==> src/rtl/riscv_pkg.sv <==
// Shared core definitions: fetch sequencer state, reset defaults, opcodes.
package riscv_pkg;

    localparam int unsigned XLEN = 32;

    localparam logic [XLEN-1:0] RESET_PC_DEFAULT = 32'h0040_0000;
    localparam logic [XLEN-1:0] NOP_WORD_DEFAULT = 32'h0000_0013;

    // Base opcodes, instruction bits [6:0]
    localparam logic [6:0] OPC_R_TYPE = 7'b0110011;
    localparam logic [6:0] OPC_I_ALU  = 7'b0010011;
    localparam logic [6:0] OPC_I_LOAD = 7'b0000011;
    localparam logic [6:0] OPC_I_JALR = 7'b1100111;
    localparam logic [6:0] OPC_S_TYPE = 7'b0100011;
    localparam logic [6:0] OPC_B_TYPE = 7'b1100011;
    localparam logic [6:0] OPC_U_LUI  = 7'b0110111;
    localparam logic [6:0] OPC_U_AUIPC = 7'b0010111;
    localparam logic [6:0] OPC_J_JAL  = 7'b1101111;

    typedef enum logic [2:0] {
        ST_IDLE  = 3'd0,
        ST_FETCH = 3'd1,
        ST_WAIT  = 3'd2,
        ST_EXEC  = 3'd3,
        ST_HALT  = 3'd4
    } fetch_state_e;

    // A fetch target must be word aligned
    function automatic logic is_word_aligned(input logic [XLEN-1:0] addr);
        return (addr[1:0] == 2'b00);
    endfunction

endpackage

==> src/rtl/next_pc_logic.sv <==
// Next-PC select and misaligned-target detection, purely combinational.
module next_pc_logic
    import riscv_pkg::*;
(
    input  logic [XLEN-1:0] pc_plus_4,
    input  logic            branch,
    input  logic            save_pc,
    input  logic            pc_select,
    input  logic            cond,
    input  logic [XLEN-1:0] branch_target,
    input  logic [XLEN-1:0] jalr_target,
    output logic [XLEN-1:0] next_pc,
    output logic            misaligned
);

    // Priority: JALR target, then taken branch / jump, then sequential
    always_comb begin
        next_pc = pc_plus_4;
        if (pc_select) begin
            next_pc = {jalr_target[XLEN-1:1], 1'b0};
        end else if (branch && (save_pc || cond)) begin
            next_pc = branch_target;
        end
        misaligned = !is_word_aligned(next_pc);
    end

endmodule

==> src/rtl/fetch_sequencer.sv <==
// Instruction-fetch sequencer: owns the PC, fetches over req/valid, retires with a commit strobe.
module fetch_sequencer
    import riscv_pkg::*;
#(
    parameter logic [31:0] RESET_PC = RESET_PC_DEFAULT,
    parameter logic [31:0] NOP_WORD = NOP_WORD_DEFAULT
) (
    input  logic        clk,
    input  logic        reset,
    output logic        Imem_Req_o,
    output logic [31:0] Imem_Addr_o,
    input  logic        Imem_Ready_i,
    input  logic        Imem_Valid_i,
    input  logic [31:0] Imem_Data_i,
    input  logic        Stall_i,
    input  logic        Branch_i,
    input  logic        Save_PC_i,
    input  logic        PC_Select_i,
    input  logic        Cond_i,
    input  logic [31:0] Branch_Target_i,
    input  logic [31:0] Jalr_Target_i,
    output logic [31:0] Instruction_o,
    output logic [31:0] PC_o,
    output logic [31:0] PC_Plus_4_o,
    output logic        Instr_Valid_o,
    output logic        Commit_o,
    output logic        Fault_o,
    output logic [31:0] Retired_Count_o
);

    fetch_state_e state_q, state_d;
    logic [31:0]  pc_q, pc_d;
    logic [31:0]  pc_plus_4_q, pc_plus_4_d;
    logic [31:0]  instr_q, instr_d;
    logic [31:0]  retired_count_q, retired_count_d;
    logic         fault_q, fault_d;
    logic [31:0]  next_pc;
    logic         misaligned;
    logic         commit_c;

    // Next-PC candidate for the instruction currently held
    next_pc_logic u_next_pc (
        .pc_plus_4     (pc_plus_4_q),
        .branch        (Branch_i),
        .save_pc       (Save_PC_i),
        .pc_select     (PC_Select_i),
        .cond          (Cond_i),
        .branch_target (Branch_Target_i),
        .jalr_target   (Jalr_Target_i),
        .next_pc       (next_pc),
        .misaligned    (misaligned)
    );

    assign commit_c = (state_q == ST_EXEC) && !Stall_i && !misaligned;

    // Next-state and next-register values; everything holds by default
    always_comb begin
        state_d         = state_q;
        pc_d            = pc_q;
        instr_d         = instr_q;
        retired_count_d = retired_count_q;
        fault_d         = fault_q;
        case (state_q)
            ST_IDLE:  state_d = ST_FETCH;
            ST_FETCH: begin
                if (Imem_Ready_i) begin
                    state_d = ST_WAIT;
                end
            end
            ST_WAIT: begin
                if (Imem_Valid_i) begin
                    instr_d = Imem_Data_i;
                    state_d = ST_EXEC;
                end
            end
            ST_EXEC: begin
                if (!Stall_i) begin
                    if (misaligned) begin
                        fault_d = 1'b1;
                        state_d = ST_HALT;
                    end else begin
                        pc_d            = next_pc;
                        retired_count_d = retired_count_q + 32'd1;
                        instr_d         = NOP_WORD;
                        state_d         = ST_FETCH;
                    end
                end
            end
            ST_HALT:  state_d = ST_HALT;
            default:  state_d = ST_IDLE;
        endcase
        pc_plus_4_d = pc_d + 32'd4;
    end

    // State and datapath registers
    always_ff @(posedge clk or negedge reset) begin
        if (!reset) begin
            state_q         <= ST_IDLE;
            pc_q            <= RESET_PC;
            pc_plus_4_q     <= RESET_PC + 32'd4;
            instr_q         <= NOP_WORD;
            retired_count_q <= 32'd0;
            fault_q         <= 1'b0;
        end else begin
            state_q         <= state_d;
            pc_q            <= pc_d;
            pc_plus_4_q     <= pc_plus_4_d;
            instr_q         <= instr_d;
            retired_count_q <= retired_count_d;
            fault_q         <= fault_d;
        end
    end

    assign Imem_Req_o      = (state_q == ST_FETCH);
    assign Instr_Valid_o   = (state_q == ST_EXEC);
    assign Imem_Addr_o     = pc_q;
    assign PC_o            = pc_q;
    assign PC_Plus_4_o     = pc_plus_4_q;
    assign Instruction_o   = instr_q;
    assign Retired_Count_o = retired_count_q;
    assign Fault_o         = fault_q;
    assign Commit_o        = commit_c;

endmodule
==> config.mk <==
export PLATFORM = sky130hd
export DESIGN_NAME = fetch_sequencer
export DESIGN_NICKNAME = d
export VERILOG_FILES = /design/src/rtl/riscv_pkg.sv /design/src/rtl/next_pc_logic.sv /design/src/rtl/fetch_sequencer.sv
export SDC_FILE = /design/constraint.sdc
export NUM_CORES = 1
export LEC_CHECK = 0
export ABC_AREA = 1
export CORE_UTILIZATION = 50
export CTS_CLUSTER_SIZE = 28
export DETAILED_ROUTE_END_ITERATION = 8
export PLACE_DENSITY = 0.95
export SKIP_LAST_GASP = 1
export SYNTH_ARGS = -nofsm -noshare
export SYNTH_HDL_FRONTEND = slang
export SYNTH_SLANG_ARGS = --single-unit
==> constraint.sdc <==
create_clock -name clk -period 7.4 [get_ports clk]
set_clock_uncertainty 0.2 [all_clocks]
set_input_delay 2.22 -clock clk [delete_from_list [all_inputs] [get_ports clk]]
set_output_delay 2.22 -clock clk [all_outputs]
set_load 0.01 [all_outputs]
# Word level (Yosys, flattened, before mapping)
# Cells that the tools add are included.
word_totals:
  in_bits: 105
  register_bits: 132
  elab_cells: 44
classes:
  eq_ne: 8
  n_mux: 14
  add_sub_neg: 2
  reduce_logical: 12
  n_bitwise: 2
op_table:
  columns: ["op", "n"]
  rows:
  - ["$mux W32", 8]
  - ["$pmux W32 S2", 1]
  - ["$add A32 B1 Y32 const B", 1]
  - ["$add A32 B3 Y32 const B", 1]
  - ["$pmux W3 S5", 1]
  - ["$mux W3", 4]
  - ["$reduce_and A3 Y1", 3]
  - ["$eq A3 B2 Y1 const B", 2]
  - ["$ne A2 B1 Y1 const B", 2]
  - ["$ne A2 B2 Y1 const B", 2]
  - ["$reduce_and A4 Y1", 1]
  - ["$eq A3 B1 Y1 const B", 1]
  - ["$eq A3 B3 Y1 const B", 1]
  - ["$logic_and A1 B1 Y1", 3]
  - ["$logic_not A3 Y1", 1]
  - ["$logic_not A2 Y1", 1]
  - ["$not A1 Y1", 2]
  - ["$reduce_bool A2 Y1", 1]
  - ["$logic_not A1 Y1", 1]
  - ["$logic_or A1 B1 Y1", 1]

# Longest topological paths before layout
# Gate-level depths: netlist of run 1.
depth:
  depth_word: 9
  mapped_depth: 17
  mapped_depth_nobuf: 16

# Hierarchy
# Synthesis of run 1 repeated with hierarchy kept, for this count alone.
unflattened:
  cells_unflattened: 1080
  hier_area_um2: 7754.9
by_module_without_submodules:
  columns: ["module", "instances", "cells_each", "area_each_um2"]
  rows:
  - ["fetch_sequencer", 1, 838, 6756.5]
  - ["next_pc_logic", 1, 242, 998.5]

# Worst setup path after synthesis of run 1
# Ideal clock, no wire load.
synth_path:
  path_kind: "input-to-output"
  from: "in Branch_i"
  to: "out Commit_o"
  slack_ns: 1.618
  arrival_time_ns: 3.362
  n_path_buf: 4
  path_stages: 9
  t_required_ns: 4.980
  path_cell_list: "buf_4 o21ai_4 nand2_1 nand3_2 nand3_4 buf_6 clkinv_2 buf_6 clkbuf_1"
synth_between:
  elab_chain_len: 5
synth_rtl:
  columns: ["element", "line", "source"]
  rows:
  - ["start, declared", "fetch_sequencer.sv:16", "input logic Branch_i,"]
  - ["$logic_and A1 B1 Y1", "next_pc_logic.sv:21", "end else if (branch && (save_pc || cond)) begin"]
  - ["$mux W32", "next_pc_logic.sv:21", null]
  - ["$mux W32", "next_pc_logic.sv:19", "if (pc_select) begin"]
  - ["$logic_not A2 Y1", "riscv_pkg.sv:30", "return (addr[1:0] == 2'b00);"]
  - ["$logic_and A1 B1 Y1", "fetch_sequencer.sv:54", "assign commit_c = (state_q == ST_EXEC) && !Stall_i && !misaligned;"]
  - ["end, declared", "fetch_sequencer.sv:26", "output logic Commit_o,"]
# No other way between the ends.

# Worst setup path in the final report of run 1
layout_path:
  from: "in Cond_i"
  to: "out Commit_o"
layout_between:
  elab_chain_len: 6
layout_rtl:
  columns: ["element", "line", "source"]
  rows:
  - ["start, declared", "fetch_sequencer.sv:19", "input logic Cond_i,"]
  - ["$logic_or A1 B1 Y1", "next_pc_logic.sv:21", null]
  - ["$logic_and A1 B1 Y1", "next_pc_logic.sv:21", null]
  - ["$mux W32", "next_pc_logic.sv:21", null]
  - ["$mux W32", "next_pc_logic.sv:19", null]
  - ["$logic_not A2 Y1", "riscv_pkg.sv:30", null]
  - ["$logic_and A1 B1 Y1", "fetch_sequencer.sv:54", null]
# No other way between the ends.

==> results.py, run 1 <==
metrics = {
    "floorplanning": {
        "floorplan.initialDensity_pct": 52.12,
        "die-width_um": 126.0,
        "die_height_um": 126.0,
        "design.die.area_mm2": 0.01588,
        "rows": 44,
        "ioPinCount": 269,
        "core_area_mm2": 0.01475,
    },
    "sta": {
        "timing.final.setup_violations": 0,
        "grt_setup_unrepaired": "no",
        "hold_ws_ps": 296.8,
        "timing_max_transition_violations_final": 0,
        "final.min_clock_period_ps": 6238,
        "achievable-frequency_mhz": 160.3,
        "layout_worst_path_cycle_share_pct": 84.30,
        "final.setup.tns_ps": 0,
        "timing_hold_violations_final": 0,
        "final_critical_path_setup_slack_ps": 1162,
        "timing_worst_slew_pin_value_ps": 707.8,
        "maxSlewHeadroom_pct": 52.81,
    },
    "pwr": {
        "ir_worst_vdd_uv": 230.0,
        "fin_total_pwr_mw": 3.905,
        "combinationalPowerShare_pct": 47.3,
        "swShare_pct": 38.06,
        "cellInternalPower_mw": 2.418,
        "power_density_mw_per_mm2": 361.7,
        "power.static_leakage_nw": 5.129,
        "power.sequential.fraction_pct": 31.3,
        "power.net_switching_mw": 1.486,
        "share_clk_of_total_power_pct": 21.5,
    },
    "global_route": {
        "grt_pass1_vias": 7533,
        "grt_max_degree": 81,
        "total_routing_usage_reported_by_global_routing_pct": 29.50,
        "grt_first_pass_wirelength_um": 36800,
        "overflow_left_after_global_routing": 0,
        "grt_antenna_before_repair": 0,
    },
    "clocking": {
        "worstSkewPairLatency_ps": 410,
        "tritoncts_clock_tree": "done",
        "cts-htree-levels": 4,
        "cts_hold_repair.buffers": 0,
        "clock_path_buffers": 2,
        "cts_setup_buffers": 0,
        "clock_sinks": 130,
        "cts_repair_resize_count": 0,
        "cts_made_buffers": 17,
        "cts.root.buffer_cell": "sky130_fd_sc_hd__clkbuf_16",
        "path_clk_slew_ps": 50,
    },
    "min_path": {
        "hold_path_class": "register to register",
        "hold_path_end": "Retired_Count_o[25]$_DFFE_PN0P_",
        "holdPathStages": 1,
        "min_from": "Retired_Count_o[25]$_DFFE_PN0P_",
    },
    "placement": {
        "gp_congestion": 0.9300,
        "portBuffers": 267,
        "dp_hpwl_um": 16190,
        "preCtsSetupSlack_ps": 1143,
        "placed_cells_incl_taps": 1428,
        "placedInstanceArea_mm2": 0.01020,
    },
    "synthesis": {
        "dominantRegCellSynth": "sky130_fd_sc_hd__dfrtp_1",
        "netlist_top_cells_area": "sky130_fd_sc_hd__dfrtp_1, sky130_fd_sc_hd__nand2_1, sky130_fd_sc_hd__nand3_1",
        "syn_inst": 1040,
        "synth_area_per_cell_um2": 7.394,
        "synth-edff-count": 0,
        "synth_area_mm2": 0.007690,
        "synthDominantCellAreaShare_pct": 40.35,
        "cell_taking_the_most_area_after_synthesis": "sky130_fd_sc_hd__dfrtp_1",
        "yosysWarnings": 0,
        "postSynthNetCount": 1147,
        "synth_cell_type_count": 43,
        "postSynthRegisterBits": 130,
        "async_reset_ff_share_pct": 100.0,
        "synth_seq_area_share_pct": 42.40,
    },
    "routing": {
        "drt_first_iter_violations": 648,
        "drt_pass1_iterations": 5,
        "detail_route.drc_violations": 0,
        "detail-route-antenna-nets": 0,
        "totalWireLength_um": 23060,
        "routed-via-count": 7690,
        "viasPerCell": 5.267,
        "route.detailed.wl_per_inst_um": 15.79,
    },
    "layout": {
        "insertedDiodeCount": 0,
        "area.growth.synth_to_final_pct": 40.38,
        "final_layout_size_suffix_gt1_share_pct": 7.837,
        "finalCoreUtilization_pct": 73.17,
        "final_area_mm2": 0.01080,
        "finalNonFillerCells": 1460,
        "final_nets": 1370,
    },
    "outcome": {
        "status": "finished clean",
    },
    "worst_setup_path": {
        "r2r_slack_ps": 4070,
        "cpPeakStageDelay_ps": 540,
        "reg2reg_to": "PC_Plus_4_o[20]$_DFF_PN0_",
        "crit_path_end_kind": "output port",
        "cp_cell_sequence": "clkdlybuf4s50_1 > inv_1 > nand2_2 > nand3_1 > nand3_2 > nand3_4 > clkinv_2 > clkdlybuf4s50_1",
        "path_delay_family": "buffers and inverters",
        "crit_slowest_cell": "sky130_fd_sc_hd__clkdlybuf4s50_1",
        "worst-endpoint-arrival_ps": 3820,
        "timing.reg2reg.worst_path_depth": 14,
        "path_buf_inv": 4,
        "worstReg2RegStart": "state_q[0]$_DFFE_PN0P_",
        "setup.worst_path.class": "input pin to output port",
        "cpMostUsedCell": "sky130_fd_sc_hd__clkdlybuf4s50_1",
        "crit_fanout": 2,
        "critPathRequiredTime_ps": 4980,
        "worstSetupStartpointType": "input pin",
    },
    "run": {
        "max_cap_viol_count": 0,
    },
}
## sequential cells by signal, indices dropped and copies added, names as in the netlist
name             cells
state_q              3
Instruction_o       32
Retired_Count_o     32
PC_Plus_4_o         32
Fault_o              1
Imem_Addr_o         30
## worst reg2reg max path, cell delays in order, from the launching register on
cell	delay, ps
sky130_fd_sc_hd__dfrtp_1	490
sky130_fd_sc_hd__nand2_4	370
sky130_fd_sc_hd__nor2_8	50
sky130_fd_sc_hd__nand3_4	90
sky130_fd_sc_hd__buf_4	460
sky130_fd_sc_hd__o21ai_2	240
sky130_fd_sc_hd__inv_1	140
sky130_fd_sc_hd__ha_1	190
sky130_fd_sc_hd__nand3_1	170
sky130_fd_sc_hd__inv_1	190
sky130_fd_sc_hd__nand2_2	180
sky130_fd_sc_hd__nor2_2	230
sky130_fd_sc_hd__nand2_1	90
sky130_fd_sc_hd__nand2_1	80
sky130_fd_sc_hd__nand2_1	50
## placed cells by master, fill, tap and decap left out, types with 5 or more instances in the layout
cell type	count
sky130_fd_sc_hd__nand4_1	8
sky130_fd_sc_hd__inv_1	148
sky130_fd_sc_hd__nor2_4	6
sky130_fd_sc_hd__clkbuf_16	17
sky130_fd_sc_hd__xor2_1	27
sky130_fd_sc_hd__nor3_1	13
sky130_fd_sc_hd__nor2_1	71
sky130_fd_sc_hd__nand2_1	289
sky130_fd_sc_hd__buf_4	10
sky130_fd_sc_hd__clkdlybuf4s50_1	266
sky130_fd_sc_hd__dfstp_2	6
sky130_fd_sc_hd__dfrtp_1	124
sky130_fd_sc_hd__nor2_2	10
sky130_fd_sc_hd__nand3_1	150
sky130_fd_sc_hd__a21oi_1	5
sky130_fd_sc_hd__nand2_2	16
sky130_fd_sc_hd__xnor2_1	16
sky130_fd_sc_hd__o21ai_0	32
sky130_fd_sc_hd__o21ai_1	9
## per-layer routing
metal,share of wire (%),GRT usage (%)
met5,0,0
met2,48,47.94
met4,3.6,15.17
met3,8.8,7.732
met1,40,36.23
## synthesized netlist by cell type, types with 2 or more instances
master and count:
sky130_fd_sc_hd__nor2_4 6, sky130_fd_sc_hd__inv_2 2, sky130_fd_sc_hd__nor3_1 13, sky130_fd_sc_hd__ha_1 2, sky130_fd_sc_hd__nand2_2 16, sky130_fd_sc_hd__nor2_2 10
sky130_fd_sc_hd__inv_1 148, sky130_fd_sc_hd__xor2_1 27, sky130_fd_sc_hd__o21ai_1 9, sky130_fd_sc_hd__a21oi_1 5, sky130_fd_sc_hd__nand3b_1 4, sky130_fd_sc_hd__nand3_1 150
sky130_fd_sc_hd__dfrtp_1 124, sky130_fd_sc_hd__nor2_1 71, sky130_fd_sc_hd__nand2_4 3, sky130_fd_sc_hd__nand4_2 2, sky130_fd_sc_hd__a31oi_1 2, sky130_fd_sc_hd__o21ai_0 32
sky130_fd_sc_hd__clkbuf_1 10, sky130_fd_sc_hd__nand4_1 8, sky130_fd_sc_hd__nor4_1 4, sky130_fd_sc_hd__buf_2 18, sky130_fd_sc_hd__buf_6 5, sky130_fd_sc_hd__xnor2_1 16
sky130_fd_sc_hd__or2_2 4, sky130_fd_sc_hd__dfstp_2 6, sky130_fd_sc_hd__nand2_1 289, sky130_fd_sc_hd__buf_4 39
## power groups by stage
stage	logic [mW]	registers (mW)	clock network [mW]
final	1.85	1.22	0.839
after detailed placement	1.83	1.22	0
after global routing	2.00	1.25	0.886
after CTS	1.84	1.22	0.848
after global placement	1.78	1.21	0
after floorplan	0.874	1.30	0
## area by class of cell
class / instances / area, um2
Clock buffer: 20 / 466.7
Clock inverter: 12 / 132.6
Fill cell: 1097 / 3959
Inverter: 151 / 568.0
Multi-Input combinational cell: 686 / 3388
Sequential cell: 130 / 3261
Tap cell: 184 / 230.2
Timing Repair Buffer: 277 / 2749
## how the worst max path moves through the flow
stage | slack [ps] | depth (start not counted) | start | end
after CTS | 1150 | 8 | Cond_i | Commit_o
after global placement | 1200 | 8 | Save_PC_i | Commit_o
after global routing | 1110 | 8 | Cond_i | Commit_o
after floorplan | 1620 | 9 | Branch_i | Commit_o
after detailed placement | 1140 | 8 | Cond_i | Commit_o
final | 1160 | 8 | Cond_i | Commit_o
## kinds of logic (layout without fill, tap and decap cells)
logic type,Yosys count,after routing,share of synthesized area (%)
fa+ha+maj,2,2,0.3254
compound gates,54,54,3.954
xor+xnor,43,43,4.897
simple gates,587,587,34.79
buf+inv,224,460,13.63
flops,130,130,42.40
(Power assumes the default switching activity.)
==> run 2: changes to the inputs <==
--- a/config.mk
+++ b/config.mk
@@ -6,10 +6,10 @@
 export NUM_CORES = 1
 export LEC_CHECK = 0
 export ABC_AREA = 1
-export CORE_UTILIZATION = 50
+export CORE_UTILIZATION = 46
 export CTS_CLUSTER_SIZE = 28
 export DETAILED_ROUTE_END_ITERATION = 8
-export PLACE_DENSITY = 0.95
+export PLACE_DENSITY = 0.91
 export SKIP_LAST_GASP = 1
 export SYNTH_ARGS = -nofsm -noshare
 export SYNTH_HDL_FRONTEND = slang
==> constraint.sdc (replaced) <==
create_clock -name clk -period 5.9 [get_ports clk]
set_clock_uncertainty 0.2 [all_clocks]
set_input_delay 1.77 -clock clk [delete_from_list [all_inputs] [get_ports clk]]
set_output_delay 1.77 -clock clk [all_outputs]
set_load 0.01 [all_outputs]
==> run 2 against run 1 <==
Effect of this change: setup slack worse by 610 ps; global-route usage down 1.5 points; final cell count up 2.4%; sequential cell count unchanged; sequential power up 26%; power up 32%; non-clock buffer count up 3; critical path depth unchanged; via count down 0.18%; combinational power up 25%; register-to-register slack worse by 1500 ps.
==> results.py, run 2 (same netlist as run 1, synthesis figures left out) <==
metrics = {
    "outcome": {
        "status": "finished clean",
    },
    "min_path": {
        "hold_path_class": "register to register",
        "min_from": "Retired_Count_o[30]$_DFFE_PN0P_",
    },
    "layout": {
        "finalCoreUtilization_pct": 68.19,
        "area.growth.synth_to_final_pct": 42.91,
        "layout_commonest_cell": "sky130_fd_sc_hd__nand2_1",
        "multiInputGateArea_mm2": 0.003388,
        "seqCellArea_mm2": 0.003261,
        "final_area_mm2": 0.01099,
        "final_nets": 1373,
        "layout.filler_cells": 1244,
        "most_frequent_cells_in_the_layout": "sky130_fd_sc_hd__nand2_1, sky130_fd_sc_hd__clkdlybuf4s50_1, sky130_fd_sc_hd__nand3_1",
        "finalNonFillerCells": 1495,
        "insertedDiodeCount": 0,
        "final_layout_size_suffix_gt1_share_pct": 8.053,
    },
    "sta": {
        "timing.final.setup_violations": 0,
        "timing_worst_slew_pin_value_ps": 897.8,
        "grt_setup_unrepaired": "no",
        "final.setup.tns_ps": 0,
        "timing_hold_violations_final": 0,
        "timing_max_transition_violations_final": 0,
        "final_critical_path_setup_slack_ps": 550.5,
        "final.min_clock_period_ps": 5349,
        "hold_ws_ps": 295.5,
        "layout_worst_path_cycle_share_pct": 90.67,
        "achievable-frequency_mhz": 186.9,
        "maxSlewHeadroom_pct": 40.15,
    },
    "worst_setup_path": {
        "cpPeakStageDelay_ps": 530,
        "worst-endpoint-arrival_ps": 3380,
        "crit_fanout": 2,
        "setup.worst_path.class": "input pin to output port",
        "crit_slowest_cell": "sky130_fd_sc_hd__clkdlybuf4s50_1",
        "path_delay_family": "buffers and inverters",
        "r2r_slack_ps": 2530,
        "cpMostUsedCell": "sky130_fd_sc_hd__clkdlybuf4s50_1",
        "path_buf_inv": 4,
        "worstSetupStartpointType": "input pin",
        "cp_cell_sequence": "clkdlybuf4s50_1 > inv_1 > nand2_2 > nand3_1 > nand3_2 > nand3_4 > clkinv_2 > clkdlybuf4s50_1",
        "crit_path_end_kind": "output port",
        "timing.critical_path.from": "Save_PC_i",
        "critPathRequiredTime_ps": 3930,
        "worstReg2RegStart": "state_q[0]$_DFFE_PN0P_",
    },
    "pwr": {
        "fin_total_pwr_mw": 5.157,
        "ir_worst_vdd_uv": 282.7,
        "power_density_mw_per_mm2": 469.3,
        "power.static_leakage_nw": 5.205,
    },
    "routing": {
        "drt_pass1_iterations": 6,
        "drt_first_iter_violations": 566,
        "detail-route-antenna-nets": 0,
        "wl_met1_um": 9300,
        "viasPerCell": 5.134,
        "met2_wirelength_um": 11270,
        "routed-via-count": 7676,
        "dr.max_layer_used": "met4",
        "detail_route.drc_violations": 0,
        "route.detailed.wl_per_inst_um": 15.63,
        "met3_length_um": 1933,
        "totalWireLength_um": 23370,
    },
    "floorplanning": {
        "core_area_mm2": 0.01612,
        "rows": 46,
        "die-width_um": 131.3,
        "floorplan.initialDensity_pct": 47.72,
        "die_height_um": 131.3,
        "design.die.area_mm2": 0.01724,
        "ioPinCount": 269,
    },
    "global_route": {
        "grt_pass1_vias": 7590,
        "grt_max_degree": 98,
        "overflow_left_after_global_routing": 0,
        "grt_antenna_before_repair": 0,
        "total_routing_usage_reported_by_global_routing_pct": 27.95,
        "grt_first_pass_wirelength_um": 38020,
    },
    "run": {
        "max_cap_viol_count": 0,
    },
    "clocking": {
        "cts_hold_repair.buffers": 0,
        "cts_setup_buffers": 0,
        "path_clk_slew_ps": 60,
        "clock_sinks": 130,
        "cts_repair_resize_count": 0,
        "cts_made_buffers": 17,
        "cts.root.buffer_cell": "sky130_fd_sc_hd__clkbuf_16",
        "tritoncts_clock_tree": "done",
        "cts-htree-levels": 4,
        "worstSkewPairLatency_ps": 430,
        "clock_path_buffers": 2,
    },
    "placement": {
        "preCtsSetupSlack_ps": 544.1,
        "placed_cells_incl_taps": 1463,
        "dp_hpwl_um": 16730,
        "portBuffers": 267,
        "gp_congestion": 0.9190,
        "placedInstanceArea_mm2": 0.01026,
    },
}
[run 2: changes by cell type in the layout (fill, tap and decap cells not counted)]
cell                         before  now
sky130_fd_sc_hd__bufinv_16        2    8
sky130_fd_sc_hd__buf_4           10   13
sky130_fd_sc_hd__clkinv_4         4    1
sky130_fd_sc_hd__clkinv_2         4    2
sky130_fd_sc_hd__clkbuf_8         3    2
sky130_fd_sc_hd__clkinvlp_4       3    2
sky130_fd_sc_hd__inv_6            0    1
[run 2: per-layer routing]
layer  vias up  GRT usage, %
met3        60         7.986
met4         0         13.70
li1       3661             -
met5         -             0
met1      3595         33.03
met2       360         46.57
[run 2: path summary, 6_finish.rpt]
kind,end,depth (start not counted)
min in group asynchronous,Imem_Addr_o[20]$_DFF_PN0_,1
setup reg to reg,PC_Plus_4_o[30]$_DFF_PN0_,15
hold reg to reg,Retired_Count_o[30]$_DFFE_PN0P_,1
max in group asynchronous,Instruction_o[1]$_DFFE_PN1P_,2
hold / removal,Retired_Count_o[30]$_DFFE_PN0P_,1
setup / recovery,Commit_o,8
[run 2: power by group]
part	switching (mW)	leakage (nW)	total [mW]	internal [mW]
sequential	0.281	1.65	1.54	1.25
combinational	1.20	3.21	2.32	1.12
clock	0.399	0.350	1.30	0.901
total	1.88	5.21	5.16	3.28
[run 2: final cells by class]
class	instances	share of cell area, %
multi-input combinational	686	30.83
sequential	130	29.67
timing repair buffer	280	25.22
inverter	151	5.169
clock buffer	19	4.122
clock inverter	13	2.528
tap	216	2.459
==> run 3: changes to the inputs <==
--- a/config.mk
+++ b/config.mk
@@ -6,10 +6,13 @@
 export NUM_CORES = 1
 export LEC_CHECK = 0
 export ABC_AREA = 1
+export CORE_MARGIN = 2
 export CORE_UTILIZATION = 46
 export CTS_CLUSTER_SIZE = 28
 export DETAILED_ROUTE_END_ITERATION = 8
+export HOLD_SLACK_MARGIN = 0.15
 export PLACE_DENSITY = 0.91
+export REMOVE_ABC_BUFFERS = 1
 export SKIP_LAST_GASP = 1
 export SYNTH_ARGS = -nofsm -noshare
 export SYNTH_HDL_FRONTEND = slang
==> run 3 against run 2 <==
Effect of this change: die area up 3.1%; final cell count up 0.20%; global-route usage down 0.82 points; sequential cell count unchanged; critical endpoint unchanged.
==> results.py, run 3 (same netlist as run 1, synthesis figures left out) <==
metrics = {
    "outcome": {
        "status": "finished clean",
    },
    "worst_setup_path": {
        "worst-endpoint-arrival_ps": 3560,
        "worstReg2RegStart": "state_q[0]$_DFFE_PN0P_",
        "worstSetupStartpointType": "input pin",
        "r2r_slack_ps": 2640,
        "setup.worst_path.class": "input pin to output port",
        "crit_path_end_kind": "output port",
        "timing.reg2reg.worst_path_depth": 14,
        "critPathRequiredTime_ps": 3930,
        "reg2reg_to": "PC_Plus_4_o[16]$_DFF_PN0_",
        "crit_fanout": 9,
        "timing.critical_path.from": "Branch_i",
        "crit_end": "Commit_o",
    },
    "clocking": {
        "cts_made_buffers": 17,
        "clock_sinks": 130,
        "cts.root.buffer_cell": "sky130_fd_sc_hd__clkbuf_16",
        "path_clk_slew_ps": 50,
        "cts_hold_repair.buffers": 0,
        "clock_path_buffers": 2,
        "cts_repair_resize_count": 0,
        "cts-htree-levels": 4,
        "tritoncts_clock_tree": "done",
        "worstSkewPairLatency_ps": 420,
        "cts_setup_buffers": 0,
    },
    "sta": {
        "final.setup.tns_ps": 0,
        "layout_worst_path_cycle_share_pct": 93.69,
        "hold_ws_ps": 269.3,
        "timing.final.setup_violations": 0,
        "final.min_clock_period_ps": 5528,
        "timing_max_transition_violations_final": 0,
        "grt_setup_unrepaired": "no",
        "timing_worst_slew_pin_value_ps": 864.9,
        "maxSlewHeadroom_pct": 42.34,
        "timing_hold_violations_final": 0,
        "achievable-frequency_mhz": 180.9,
    },
    "floorplanning": {
        "ioPinCount": 269,
        "core_area_mm2": 0.01647,
        "die-width_um": 133.3,
        "design.die.area_mm2": 0.01777,
        "floorplan.initialDensity_pct": 46.70,
        "die_height_um": 133.3,
        "rows": 47,
    },
    "pwr": {
        "share_clk_of_total_power_pct": 21.5,
        "combinationalPowerShare_pct": 47.3,
        "fin_total_pwr_mw": 4.929,
        "power.static_leakage_nw": 5.133,
        "ir_worst_vdd_uv": 231.0,
        "power.sequential.fraction_pct": 31.3,
        "swShare_pct": 38.10,
        "power_density_mw_per_mm2": 454.5,
        "power.net_switching_mw": 1.878,
        "cellInternalPower_mw": 3.051,
    },
    "routing": {
        "totalWireLength_um": 23590,
        "detail_route.drc_violations": 0,
        "viasPerCell": 5.120,
        "route.detailed.wl_per_inst_um": 15.75,
        "detail-route-antenna-nets": 0,
        "routed-via-count": 7670,
        "drt_first_iter_violations": 630,
        "drt_pass1_iterations": 5,
    },
    "layout": {
        "insertedDiodeCount": 0,
        "area.growth.synth_to_final_pct": 41.02,
        "final_nets": 1372,
        "layout_commonest_cell": "sky130_fd_sc_hd__nand2_1",
        "final_layout_size_suffix_gt1_share_pct": 7.746,
        "most_frequent_cells_in_the_layout": "sky130_fd_sc_hd__nand2_1, sky130_fd_sc_hd__clkdlybuf4s50_1, sky130_fd_sc_hd__nand3_1",
    },
    "global_route": {
        "total_routing_usage_reported_by_global_routing_pct": 27.12,
        "grt_first_pass_wirelength_um": 37930,
        "grt_antenna_before_repair": 0,
        "overflow_left_after_global_routing": 0,
        "grt_pass1_vias": 7611,
        "grt_max_degree": 97,
    },
    "placement": {
        "gp_congestion": 0.9555,
        "dp_hpwl_um": 17210,
        "portBuffers": 267,
    },
    "run": {
        "max_cap_viol_count": 0,
    },
    "min_path": {
        "holdPathStages": 2,
        "hold_path_class": "register to register",
    },
}
-- run 3: worst min-delay path by stage --
stage                                                  to  slack (ps)                       startpoint
final                                 Fault_o$_DFFE_PN0P_         270              Fault_o$_DFFE_PN0P_
after CTS                             Fault_o$_DFFE_PN0P_         270              Fault_o$_DFFE_PN0P_
after floorplan                       Fault_o$_DFFE_PN0P_         300              Fault_o$_DFFE_PN0P_
after detailed placement              Fault_o$_DFFE_PN0P_         260              Fault_o$_DFFE_PN0P_
after global routing      Retired_Count_o[30]$_DFFE_PN0P_         310  Retired_Count_o[30]$_DFFE_PN0P_
after global placement                Fault_o$_DFFE_PN0P_         250              Fault_o$_DFFE_PN0P_
-- run 3: metrics by stage --
stage / std cells / instance area [um2] / utilization (%) / setup slack [ps]
floorplan: 967 / 7209 / - / 805.2
global placement: 1466 / 10260 / 62.29 / 403.6
detailed placement: 1466 / 10260 / 62.29 / 381.7
CTS: 1498 / 10840 / 65.86 / 372.2
global route: 1498 / 10840 / 65.86 / 311.5
finish: 1498 / 10840 / 65.86 / 372.0
-- run 3: power groups by stage --
stage	logic (mW)	registers (mW)	clock network (mW)
after global routing	2.53	1.57	1.11
after CTS	2.33	1.54	1.07
final	2.33	1.54	1.06
after global placement	2.25	1.53	0
after detailed placement	2.32	1.54	0
after floorplan	0.839	1.70	0
-- run 3: cell type report --
class                      count  area [um2]
fill                        1320        5622
clock buffer                  21       450.4
multi-input combinational    686        3388
tap                          220       275.3
clock inverter                11       137.6
inverter                     151       568.0
timing repair buffer         279        2764
sequential                   130        3261
-- run 3: critical path: stages --
cell and delay [ps]:
sky130_fd_sc_hd__clkdlybuf4s50_1 790, sky130_fd_sc_hd__nand3_1 160, sky130_fd_sc_hd__nand3_2 150, sky130_fd_sc_hd__nand3_4 80, sky130_fd_sc_hd__clkinv_2 70, sky130_fd_sc_hd__clkdlybuf4s50_1 530
-- run 3: metal layers --
layer / track usage [%] / wire, um
met5: 0 / 0
met4: 11.35 / 637
met3: 5.289 / 1569
met2: 46.91 / 11990
met1: 33.22 / 9393
